`src/rtl/interrupt_sequencer.sv`:
```
// interrupt_sequencer: runs the reset / NMI / BRK / IRQ entry sequence.
// Three pushes (PCH, PCL, P) are followed by a two-byte vector fetch, then
// the new PC and SP are handed back to the control FSM with one-cycle load
// strobes. Reset mode performs dummy pushes: SP moves, nothing is written.
// An NMI that becomes pending before the P push completes takes over the
// vector of an IRQ/BRK sequence.
//
// state    | meaning
// ---------+-----------------------------------------------------------
// IDLE     | waiting for start with a pending source (or reset release)
// PUSH_PCH | write PC high byte to {STACK_PAGE, sp}
// PUSH_PCL | write PC low byte to {STACK_PAGE, sp}
// PUSH_P   | write status byte; NMI may take over the vector here
// VEC_LO   | read vector low byte
// VEC_HI   | read vector high byte
// DONE     | one cycle of pc_load / sp_load / set_int_disable
module interrupt_sequencer #(
    parameter int                ADDR_W     = 16,
    parameter logic [ADDR_W-9:0] STACK_PAGE = 'h01,
    parameter logic [ADDR_W-1:0] VEC_BASE   = 'hFFFA
) (
    input  logic              clk_i,
    input  logic              reset_i,
    input  logic              start_i,
    input  logic              nmi_i,
    input  logic              irq_i,
    input  logic              irq_mask_i,
    input  logic              brk_req_i,
    input  logic [ADDR_W-1:0] pc_in_i,
    input  logic [7:0]        p_in_i,
    input  logic [7:0]        sp_in_i,
    input  logic [7:0]        mem_rdata_i,
    input  logic              mem_ready_i,
    output logic              mem_en_o,
    output logic              mem_we_o,
    output logic [ADDR_W-1:0] mem_addr_o,
    output logic [7:0]        mem_wdata_o,
    output logic              busy_o,
    output logic              int_pending_o,
    output logic [ADDR_W-1:0] pc_out_o,
    output logic              pc_load_o,
    output logic [7:0]        sp_out_o,
    output logic              sp_load_o,
    output logic              set_int_disable_o
);

    typedef enum logic [2:0] {
        S_IDLE,
        S_PUSH_PCH,
        S_PUSH_PCL,
        S_PUSH_P,
        S_VEC_LO,
        S_VEC_HI,
        S_DONE
    } state_t;

    typedef enum logic [1:0] {
        SRC_RESET,
        SRC_NMI,
        SRC_BRK,
        SRC_IRQ
    } src_t;

    localparam logic [ADDR_W-1:0] VEC_NMI = VEC_BASE;
    localparam logic [ADDR_W-1:0] VEC_RST = VEC_BASE + ADDR_W'(2);
    localparam logic [ADDR_W-1:0] VEC_IRQ = VEC_BASE + ADDR_W'(4);

    state_t            state_q;
    src_t              src_q;
    logic              rst_pending_q;
    logic              nmi_pending_q;
    logic              nmi_pending_d;
    logic              nmi_prev_q;
    logic [7:0]        sp_q;
    logic [ADDR_W-1:0] pc_q;
    logic [7:0]        p_q;
    logic [ADDR_W-1:0] vec_q;
    logic [7:0]        lo_q;
    logic [7:0]        hi_q;

    logic              nmi_edge;
    logic              pend_any;
    logic              go;
    src_t              src_sel;
    logic [ADDR_W-1:0] vec_sel;
    logic              is_reset;
    logic              push_done;
    logic              hijack;
    logic              nmi_clr;
    logic [7:0]        pch;
    logic [7:0]        p_push;
    logic [15:0]       vec_word;

    assign nmi_edge = nmi_i & ~nmi_prev_q;
    assign pend_any = rst_pending_q | nmi_pending_q | brk_req_i | (irq_i & ~irq_mask_i);
    assign go       = rst_pending_q | (start_i & pend_any);
    assign is_reset = (src_q == SRC_RESET);
    // Dummy reset pushes never stall on the memory port.
    assign push_done = is_reset | mem_ready_i;
    assign hijack    = (state_q == S_PUSH_P) && push_done && nmi_pending_q &&
                       ((src_q == SRC_BRK) || (src_q == SRC_IRQ));
    assign nmi_clr   = ((state_q == S_IDLE) && go && (src_sel == SRC_NMI)) || hijack;
    // A new edge wins over a simultaneous clear so that NMI is never lost.
    assign nmi_pending_d = nmi_edge | (nmi_pending_q & ~nmi_clr);

    assign p_push   = (p_q & 8'hEF) | 8'h20 | ((src_q == SRC_BRK) ? 8'h10 : 8'h00);
    assign vec_word = {hi_q, lo_q};

    // Entry source priority and its vector.
    always_comb begin
        src_sel = SRC_IRQ;
        vec_sel = VEC_IRQ;
        if (rst_pending_q) begin
            src_sel = SRC_RESET;
            vec_sel = VEC_RST;
        end else if (nmi_pending_q) begin
            src_sel = SRC_NMI;
            vec_sel = VEC_NMI;
        end else if (brk_req_i) begin
            src_sel = SRC_BRK;
        end
    end

    // PC high byte, zero-filled for narrow address buses.
    always_comb begin
        pch = 8'h00;
        for (int i = 0; i < 8; i++) begin
            if (i + 8 < ADDR_W) pch[i] = pc_q[i+8];
        end
    end

    // Sequencer state, pending flags and datapath registers.
    always_ff @(posedge clk_i or posedge reset_i) begin
        if (reset_i) begin
            state_q       <= S_IDLE;
            src_q         <= SRC_RESET;
            rst_pending_q <= 1'b1;
            nmi_pending_q <= 1'b0;
            nmi_prev_q    <= 1'b0;
            sp_q          <= 8'h00;
            pc_q          <= '0;
            p_q           <= 8'h00;
            vec_q         <= '0;
            lo_q          <= 8'h00;
            hi_q          <= 8'h00;
        end else begin
            nmi_prev_q    <= nmi_i;
            nmi_pending_q <= nmi_pending_d;
            case (state_q)
                S_IDLE: begin
                    if (go) begin
                        state_q       <= S_PUSH_PCH;
                        src_q         <= src_sel;
                        vec_q         <= vec_sel;
                        sp_q          <= sp_in_i;
                        pc_q          <= pc_in_i;
                        p_q           <= p_in_i;
                        rst_pending_q <= 1'b0;
                    end
                end
                S_PUSH_PCH: begin
                    if (push_done) begin
                        sp_q    <= sp_q - 8'd1;
                        state_q <= S_PUSH_PCL;
                    end
                end
                S_PUSH_PCL: begin
                    if (push_done) begin
                        sp_q    <= sp_q - 8'd1;
                        state_q <= S_PUSH_P;
                    end
                end
                S_PUSH_P: begin
                    if (push_done) begin
                        sp_q    <= sp_q - 8'd1;
                        state_q <= S_VEC_LO;
                        if (hijack) vec_q <= VEC_NMI;
                    end
                end
                S_VEC_LO: begin
                    if (mem_ready_i) begin
                        lo_q    <= mem_rdata_i;
                        state_q <= S_VEC_HI;
                    end
                end
                S_VEC_HI: begin
                    if (mem_ready_i) begin
                        hi_q    <= mem_rdata_i;
                        state_q <= S_DONE;
                    end
                end
                S_DONE:  state_q <= S_IDLE;
                default: state_q <= S_IDLE;
            endcase
        end
    end

    // Output decode from registered state and datapath.
    always_comb begin
        mem_en_o          = 1'b0;
        mem_we_o          = 1'b0;
        mem_addr_o        = '0;
        mem_wdata_o       = 8'h00;
        busy_o            = (state_q != S_IDLE);
        int_pending_o     = ~reset_i & pend_any;
        pc_out_o          = '0;
        pc_load_o         = 1'b0;
        sp_out_o          = 8'h00;
        sp_load_o         = 1'b0;
        set_int_disable_o = 1'b0;
        case (state_q)
            S_PUSH_PCH, S_PUSH_PCL, S_PUSH_P: begin
                mem_en_o   = ~is_reset;
                mem_we_o   = ~is_reset;
                mem_addr_o = {STACK_PAGE, sp_q};
                if (!is_reset) begin
                    if (state_q == S_PUSH_PCH)      mem_wdata_o = pch;
                    else if (state_q == S_PUSH_PCL) mem_wdata_o = pc_q[7:0];
                    else                            mem_wdata_o = p_push;
                end
            end
            S_VEC_LO: begin
                mem_en_o   = 1'b1;
                mem_addr_o = vec_q;
            end
            S_VEC_HI: begin
                mem_en_o   = 1'b1;
                mem_addr_o = vec_q + ADDR_W'(1);
            end
            S_DONE: begin
                pc_out_o          = ADDR_W'(vec_word);
                pc_load_o         = 1'b1;
                sp_out_o          = sp_q;
                sp_load_o         = 1'b1;
                set_int_disable_o = 1'b1;
            end
            default: ;
        endcase
    end

endmodule

```
`config.mk`:
```
export PLATFORM = sky130hd
export DESIGN_NAME = interrupt_sequencer
export DESIGN_NICKNAME = d
export VERILOG_FILES = /design/src/rtl/interrupt_sequencer.sv
export SDC_FILE = /design/constraint.sdc
export NUM_CORES = 1
export LEC_CHECK = 0
export ABC_CLOCK_PERIOD_IN_PS = 3000
export CAP_MARGIN = 25
export CORE_ASPECT_RATIO = 2
export CORE_UTILIZATION = 35
export DETAILED_ROUTE_END_ITERATION = 6
export SYNTH_ARGS = -nofsm -noshare
export SYNTH_HDL_FRONTEND = slang
export SYNTH_SLANG_ARGS = --single-unit
```
`constraint.sdc`:
```
create_clock -name clk_i -period 3 [get_ports clk_i]
set_clock_uncertainty 0.15 [all_clocks]
set_input_delay 0.9 -clock clk_i [delete_from_list [all_inputs] [get_ports clk_i]]
set_output_delay 0.9 -clock clk_i [all_outputs]
set_load 0.02 [all_outputs]
```
Word level (Yosys, flattened, before mapping)

Cells that the tools add are included.

Bits of input ports: 48
Flip-flop bits (word level): 72
Output and inout bits: 55

Reduce and logical (&&, ||, !) cells: 20
Bitwise gates (word level): 17
Add/sub/neg operators: 2
Mux-type cells: 30
Equality and inequality tests: 17

Operators with widths:

| operator              | number |
|---|---|
| $mux 16               | 5 |
| $mux 8                | 7 |
| $pmux 16 s3           | 1 |
| $pmux 16 s2           | 1 |
| $mux 3                | 7 |
| $pmux 3 s6            | 1 |
| $add 16x1->16 const B | 1 |
| $pmux 8 s2            | 1 |
| $ne 2x2->1 const B    | 7 |
| $eq 3x3->1 const B    | 3 |
| $or 8x5->8            | 1 |
| $sub 8x1->8 const B   | 1 |
| $eq 3x2->1 const B    | 2 |
| $or 1x1->1            | 6 |
| $reduce_and 2->1      | 3 |
| $reduce_and 6->1      | 1 |
| $and 1x1->1           | 5 |
| $logic_and 1x1->1     | 5 |
| $mux 5                | 1 |
| $not 1->1             | 5 |
| $eq 2x2->1 const B    | 2 |
| $mux 2                | 2 |
| $reduce_and 4->1      | 1 |
| $reduce_bool 2->1     | 2 |
| other kinds (12)      | 15 |

Longest topological paths before layout

Gate-level depths: netlist of run 1.

Word-level depth: 11
Depth in mapped cells: 7
Gate-level depth less buffers: 6

Worst setup path after synthesis of run 1

OpenSTA, ideal clock, no wires.

Kind: register to output
Start: register state_q[1]
End: output mem_wdata_o[0]
Data required time: 1950 ps
Arrival time: 1757 ps
Stages on the path, launching flop included: 7
Path slack: 193 ps
Cell sequence: dfrtp_1 buf_6 nand2b_1 or2_2 clkbuf_1 buf_2 a211oi_1

Longest elaborated chain between the ends: 5

Ends and longest elaborated chain:

| element                  | RTL line | text |
|---|---|---|
| start: declaration       | 68       | `state_t state_q;` |
| start signal: assignment | 135      | `state_q <= S_IDLE;` |
| start signal: assignment | 152      | `state_q <= S_PUSH_PCH;` |
| start signal: assignment | 164      | `state_q <= S_PUSH_PCL;` |
| $eq 3x2->1               | 211, 218 |  |
| $mux 8                   | 218      | `else if (state_q == S_PUSH_PCL) mem_wdata_o = pc_q[7:0];` |
| $mux 8                   | 217      | `if (state_q == S_PUSH_PCH) mem_wdata_o = pch;` |
| $mux 8                   | 216      | `if (!is_reset) begin` |
| $mux 8 *                 | 211      | `case (state_q)` |
| end: declaration         | 37       | `output logic [7:0] mem_wdata_o,` |

Every way passes the cells marked *; elsewhere a longest branch is shown, timed or not.

Final worst setup path of run 1

Start: input irq_i
End: output int_pending_o

Longest elaborated chain between the ends: 3

Ends and longest elaborated chain:

| element            | RTL line | text |
|---|---|---|
| start: declaration | 26       | `input logic irq_i,` |
| $and 1x1->1        | 95       | `assign pend_any = rst_pending_q \| nmi_pending_q \| brk_req_i \| (irq_i & ~irq_mask_i);` |
| $or 1x1->1         | 95       |  |
| $and 1x1->1        | 205      | `int_pending_o = ~reset_i & pend_any;` |
| end: declaration   | 39       | `output logic int_pending_o,` |

Every way passes these cells.

==> run summary, run 1 <==
Most common cell after layout, fill and taps aside: dfrtp_1
Core area: 8590 um2
Die area: 9160 um2
Mapped Cells: 287
Port bufs: 100
R2R Setup Slk: 0.99 ns
Failing checks: setup timing
Initial antenna violation count: 0
Primary FF master, synth: dfrtp_1
CP delay by family, top: buffers and inverters
Worst vdd ir: 0.000733 V
Compound-gate portion of the synthesized area: 0.121
Post-Place Cells: 482
Worst path max stage delay: 0.40 ns
FMAX: 332 MHz
Headroom to the max-slew limit: 0.656
FILL cells: 819
Syn Area/Cell: 10.7 um2
Gr usage total: 0.174
WS Path Type: input port to primary output
Hold Path Sink: nmi_pending_q
LEAKAGE: 2.15 nW
DRC: 0
Sequential area share after synthesis: 0.466
Vias/cell: 4.98
Pre-antenna DRT Iters: 4
Seq cells post-synth: 57
Post-Synth XOR/XNOR Area: 0
DP Wirelength: 5590 um
Finished Cell Area: 4480 um2
Cell Count, Final, Fillers Out: 499
Rows: 48
Crit path time final: 3.01 ns
Pin count of the biggest net entering global routing: 26
Num CTS Buffers: 9
Final setup viols: 1
Global placer's final weighted congestion: 0.843
WP buf/inv: 2
RSZ-0062 raised after global routing: yes
Area grow syn2layout: 46.3%
Slew Viols, Final: 0
CTS clk-pin slew, worst paths: 0.05 ns
Worst hold path depth: 1
Worst Setup End Kind: primary output
Number of global-route vias before repair: 2,531
IO Count: 103
Outcome: finished, violations left
Remaining antenna violation count: 0
TritonCTS clock tree: done
Fin nets: 443
Crit path DAT: 1.96 ns
CP Cell Sequence: clkdlybuf4s50_1, nor2b_1, nor4_2, nor2_1, buf_2
Final hold vios: 0
Min-delay src: nmi_prev_q
Clk_lat worst skew: 0.31 ns
Post-route setup slack: -0.0124 ns
Critical path peak fanout: 2
Main combinational cell family by area after synthesis: multiplexers
Unique masters post-synth: 43
Placed cell areas: 4250 um2
Clock Path Buffers: 2
Wire per inst: 14.7 um
Die Height: 134 um
Reg-to-reg critical path startpoint: state_q[0]
1st-iter DRT viols: 117
Antenna diodes: 0
Mux cell area share after synthesis: 0.184
Post-synth EDFFs: 0
Root buffer cell: clkbuf_16
Horiz. Die Dim: 68.2 um
# clock sinks: 57
Worst Hold Class: flop to flop
Synth warnings: 0
First-pass GRT wire length: 11,900 um
CP Launch Type: input port
FFs w/ async S/R, synth: 1.00
Vias: 2,485
H-Tree Depth: 3
Max-capacitance violation count: 0
Fin util: 0.522
Post-Synth Simple-Gate Area: 0.164
Layout cell share with drive strength beyond 1: 0.236
Commonest non-fill, non-tap cells in the layout: 56 x dfrtp_1, 45 x clkdlybuf4s50_1, 37 x dlygate4sd2_1
Worst EP required: 1.95 ns
Reg2reg end: pc_q[3]
Measured slew at the worst slew-check pin: 0.516 ns
Starting Density: 0.357
R2R depth: 5
Crit share post-route: 1.00
WL final: 7360 um
Mapped Area: 3070 um2
Overflow after GRT: 0
PwrDens: 1070 nW/um2
Syn_nets: 336
Highest-delay cell along the critical path: clkdlybuf4s50_1
Synth Area in Adders: 0.00408
registers in the layout, summed over array words and instances (netlist names), 2 cells and up:
| signal | count |
|---|---|
| src_q | 2 |
| p_q | 6 |
| state_q | 3 |
| hi_q | 8 |
| sp_q | 8 |
| lo_q | 8 |
| vec_q | 3 |
| pc_q | 16 |
kinds of logic (layout without fill, tap and decap cells):
family          count (synthesis)  count (layout)
flops                          57              57
compound gates                 56              56
buf+inv                        33             145
simple gates                   96              96
mux                            44              44
fa+ha+maj                       1               1
worst max-delay path by stage:
stage	from	to	slack, ns	depth (start not counted)
final	irq_i	int_pending_o	-0.01	5
after global routing	irq_i	int_pending_o	-0.04	5
after CTS	brk_req_i	int_pending_o	-0.12	4
after detailed placement	brk_req_i	int_pending_o	-0.41	4
after global placement	brk_req_i	int_pending_o	-0.41	4
after floorplan	state_q[1]	mem_wdata_o[0]	0.19	6
synthesized netlist by cell type (7+ instances only):
master    count  area [um2]
a211oi_1      8        60.1
a21oi_1      11        55.1
and2_1       23         144
buf_2         8        40.0
buf_4         8        60.1
clkbuf_1      7        26.3
dfrtp_1      56        1400
inv_1         7        26.3
mux2_2       18         203
mux2_4       20         300
nand2_1      22        82.6
nor2_1       18        67.6
nor3_1        8        40.0
o21ai_0      15        75.1
stage by stage:
| stage | setup slack [ns] | power (mW) | setup TNS (ns) | hold slack [ns] |
|---|---|---|---|---|
| 3_5_place_dp | -0.410 | 4.02 | -0.410 | 0.294 |
| 2_1_floorplan | 0.193 | 3.03 | 0 | 0.250 |
| 4_1_cts | -0.120 | 4.86 | -0.120 | 0.301 |
| 5_1_grt | -0.0414 | 5.13 | -0.0414 | 0.314 |
| 6_report | -0.0124 | 4.79 | -0.0124 | 0.295 |
| 3_3_place_gp | -0.412 | 3.98 | -0.412 | 0.260 |
final cells by class:
cell class	count	area (um2)	area share
multi-input cells	197	1470	0.327
flip-flops and latches	57	1430	0.318
repair buffers	122	1150	0.256
clock buffers	11	233	0.0519
well taps	100	125	0.0279
clock inverters	5	56.3	0.0126
inverters	7	26.3	0.00586
timing repair:
item / in CTS / in global routing
pin swaps: 0 / 1
hold buffers: 0 / 0
endpoints found under the hold margin: 0 / 0
resized for setup: 65 / 31
setup buffers: 1 / 0
endpoints found under the setup margin: 53 / 18
per-layer routing:
layer	wire length, um	share of wire	vias up	GRT usage
met5	0	0	-	0
li1	-	-	1213	-
met3	479	0.065	6	0.0468
met1	2840	0.39	1171	0.190
met4	82	0.011	0	0.0683
met2	3950	0.54	95	0.304
worst reg2reg max path: stages, from the launching register on:
cell and delay, ns:
dfrtp_1 0.45, buf_4 0.21, or3_4 0.40, o21bai_4 0.21, buf_12 0.17, mux2_4 0.30
where the power goes:
part           total [mW]  switching, mW  leakage (nW)  internal (mW)
clock               0.970          0.330         0.139          0.640
combinational        2.42           1.23          1.33           1.19
sequential           1.40          0.259         0.673           1.14
No activity file was read; power rests on OpenSTA's default activity.
==> run 2: changes to the inputs <==
--- a/config.mk
+++ b/config.mk
@@ -8,8 +8,10 @@
 export ABC_CLOCK_PERIOD_IN_PS = 3000
 export CAP_MARGIN = 25
 export CORE_ASPECT_RATIO = 2
+export CORE_MARGIN = 2
 export CORE_UTILIZATION = 35
 export DETAILED_ROUTE_END_ITERATION = 6
+export SETUP_SLACK_MARGIN = 0.5
 export SYNTH_ARGS = -nofsm -noshare
 export SYNTH_HDL_FRONTEND = slang
 export SYNTH_SLANG_ARGS = --single-unit
==> run 2 against run 1 <==
  * The flow now finishes without violations
  * Sequential cell count is the same
  * Fmax grew 8.9%
  * Register-to-register slack got worse by 0.08 ns
  * Final cell count increased by 5.2%
  * Critical path depth is 2 higher
  * Clock power rose by 10%
  * Worst setup slack better by 0.25 ns
  * Global-route usage rose by 0.95 points
  * Sequential power rose by 4%
  * Power rose by 22%
  * Die area grew 4.5%
==> run summary, run 2 (synthesis gave the netlist of run 1 again) <==
CP Cell Sequence: buf_6, nor2_4, nor2_4, buf_6, buf_12, a22o_1, buf_6
Hold slack: 0.271 ns
Outcome: completed
Headroom to the max-slew limit: 0.684
Die area: 9570 um2
Reg-to-reg critical path startpoint: state_q[1]
Finished Cell Area: 4970 um2
Most common cell after layout, fill and taps aside: buf_4
IO Count: 103
Crit path time final: 2.77 ns
Cell Count, Final, Fillers Out: 525
Final setup viols: 0
Clk network pwr share: 0.183
Critical Path Sink: mem_addr_o[1]
CP Launch Type: flop
Starting Density: 0.357
Switching pwr: 2.15 mW
Critical path peak fanout: 5
Reg2reg end: pc_q[5]
Layout cell share with drive strength beyond 1: 0.475
Port bufs: 100
DP Wirelength: 5350 um
Min-delay src: nmi_prev_q
Fin util: 0.579
Pre-CTS WS: -0.310 ns
WS Path Type: flop to primary output
Number of global-route vias before repair: 2,588
Sequential share of power: 0.249
R2R depth: 6
CTS clk-pin slew, worst paths: 0.05 ns
Root buffer cell: clkbuf_16
Die Height: 136 um
Placed cell areas: 4230 um2
Hold-fix buffers, CTS: 0
Fin nets: 469
Biggest register: pc_q
Worst path max stage delay: 0.45 ns
Final hold vios: 0
Worst EP required: 1.95 ns
First-pass GRT wire length: 13,200 um
Post-Place Cells: 478
Core area: 8590 um2
Wire per inst: 16.3 um
Remaining antenna violation count: 0
PwrDens: 1170 nW/um2
Vias: 2,631
R2R Setup Slk: 0.91 ns
Switching Fraction: 0.369
Total power: 5.83 mW
Clock Path Buffers: 2
Clk_lat worst skew: 0.33 ns
Crit path DAT: 1.72 ns
Post-route setup slack: 0.233 ns
Comb pwr share: 0.568
Worst Setup End Kind: primary output
Commonest non-fill, non-tap cells in the layout: 61 x buf_4, 54 x dfrtp_1, 41 x clkdlybuf4s50_1
Gr usage total: 0.184
TritonCTS clock tree: done
Rows: 48
Worst vdd ir: 0.000700 V
P_int: 3.68 mW
Pin count of the biggest net entering global routing: 58
Overflow after GRT: 0
Slew Viols, Final: 0
Initial antenna violation count: 0
Setup crit start: state_q[1]
Area grow syn2layout: 62.3%
Pre-antenna DRT Iters: 4
Global placer's final weighted congestion: 0.800
Measured slew at the worst slew-check pin: 0.470 ns
Highest-delay cell along the critical path: dfrtp_2
LEAKAGE: 2.29 nW
Crit share post-route: 0.922
H-Tree Depth: 3
Antenna diodes: 0
Horiz. Die Dim: 70.2 um
# clock sinks: 57
Max reg flops: 16
DRC: 0
Setup TNS Final: 0 ns
RSZ-0062 raised after global routing: yes
Max-capacitance violation count: 0
1st-iter DRT viols: 156
Worst path most repeated cell: buf_6
WL final: 8580 um
Worst Hold Class: flop to flop
Num CTS Buffers: 9
FMAX: 361 MHz
Vias/cell: 5.01
## run 2: power groups by stage
stage	sequential, mW	combinational [mW]	clock (mW)
final	1.45	3.31	1.07
after global routing	1.50	3.53	1.13
after CTS	1.43	3.12	1.09
after detailed placement	1.41	2.62	0
after global placement	1.40	2.58	0
after floorplan	1.31	1.84	0
## run 2: worst min-delay path by stage
stage / to / slack (ns) / depth (start not counted)
after floorplan: nmi_pending_q / 0.25 / 1
after global placement: nmi_pending_q / 0.26 / 1
after detailed placement: nmi_pending_q / 0.27 / 1
after CTS: nmi_pending_q / 0.27 / 1
after global routing: nmi_pending_q / 0.29 / 1
final: nmi_pending_q / 0.27 / 1
## run 2: what timing repair did
action / 4_1_cts / 5_1_grt
pin swaps: 11 / 11
endpoints found under the setup margin: 77 / 55
resized for setup: 318 / 30
gates cloned: 8 / 0
setup buffers: 13 / 10
## run 2: layout make-up
cell class	instances	area, um2
flip-flops and latches	57	1430
well taps	100	125
inverters	7	26.3
clock inverters	5	80.1
repair buffers	146	1430
multi-input cells	199	1650
clock buffers	11	233
fillers	765	3610
## run 2: routing by layer
metal,share of wire,GRT usage,up-vias
met3,0.046,0.0437,13
met5,0,0,-
met1,0.36,0.182,1257
li1,-,-,1273
met4,0.025,0.0929,0
met2,0.57,0.347,88
## run 2: worst max-delay path, delay by kind of cell, from the launching register on
family | cells | cell delay [ns]
and+or+nand+nor | 2 | 0.17
buffers and inverters | 4 | 0.54
AOI/OAI and AO/OA | 1 | 0.23
DFF | 1 | 0.45
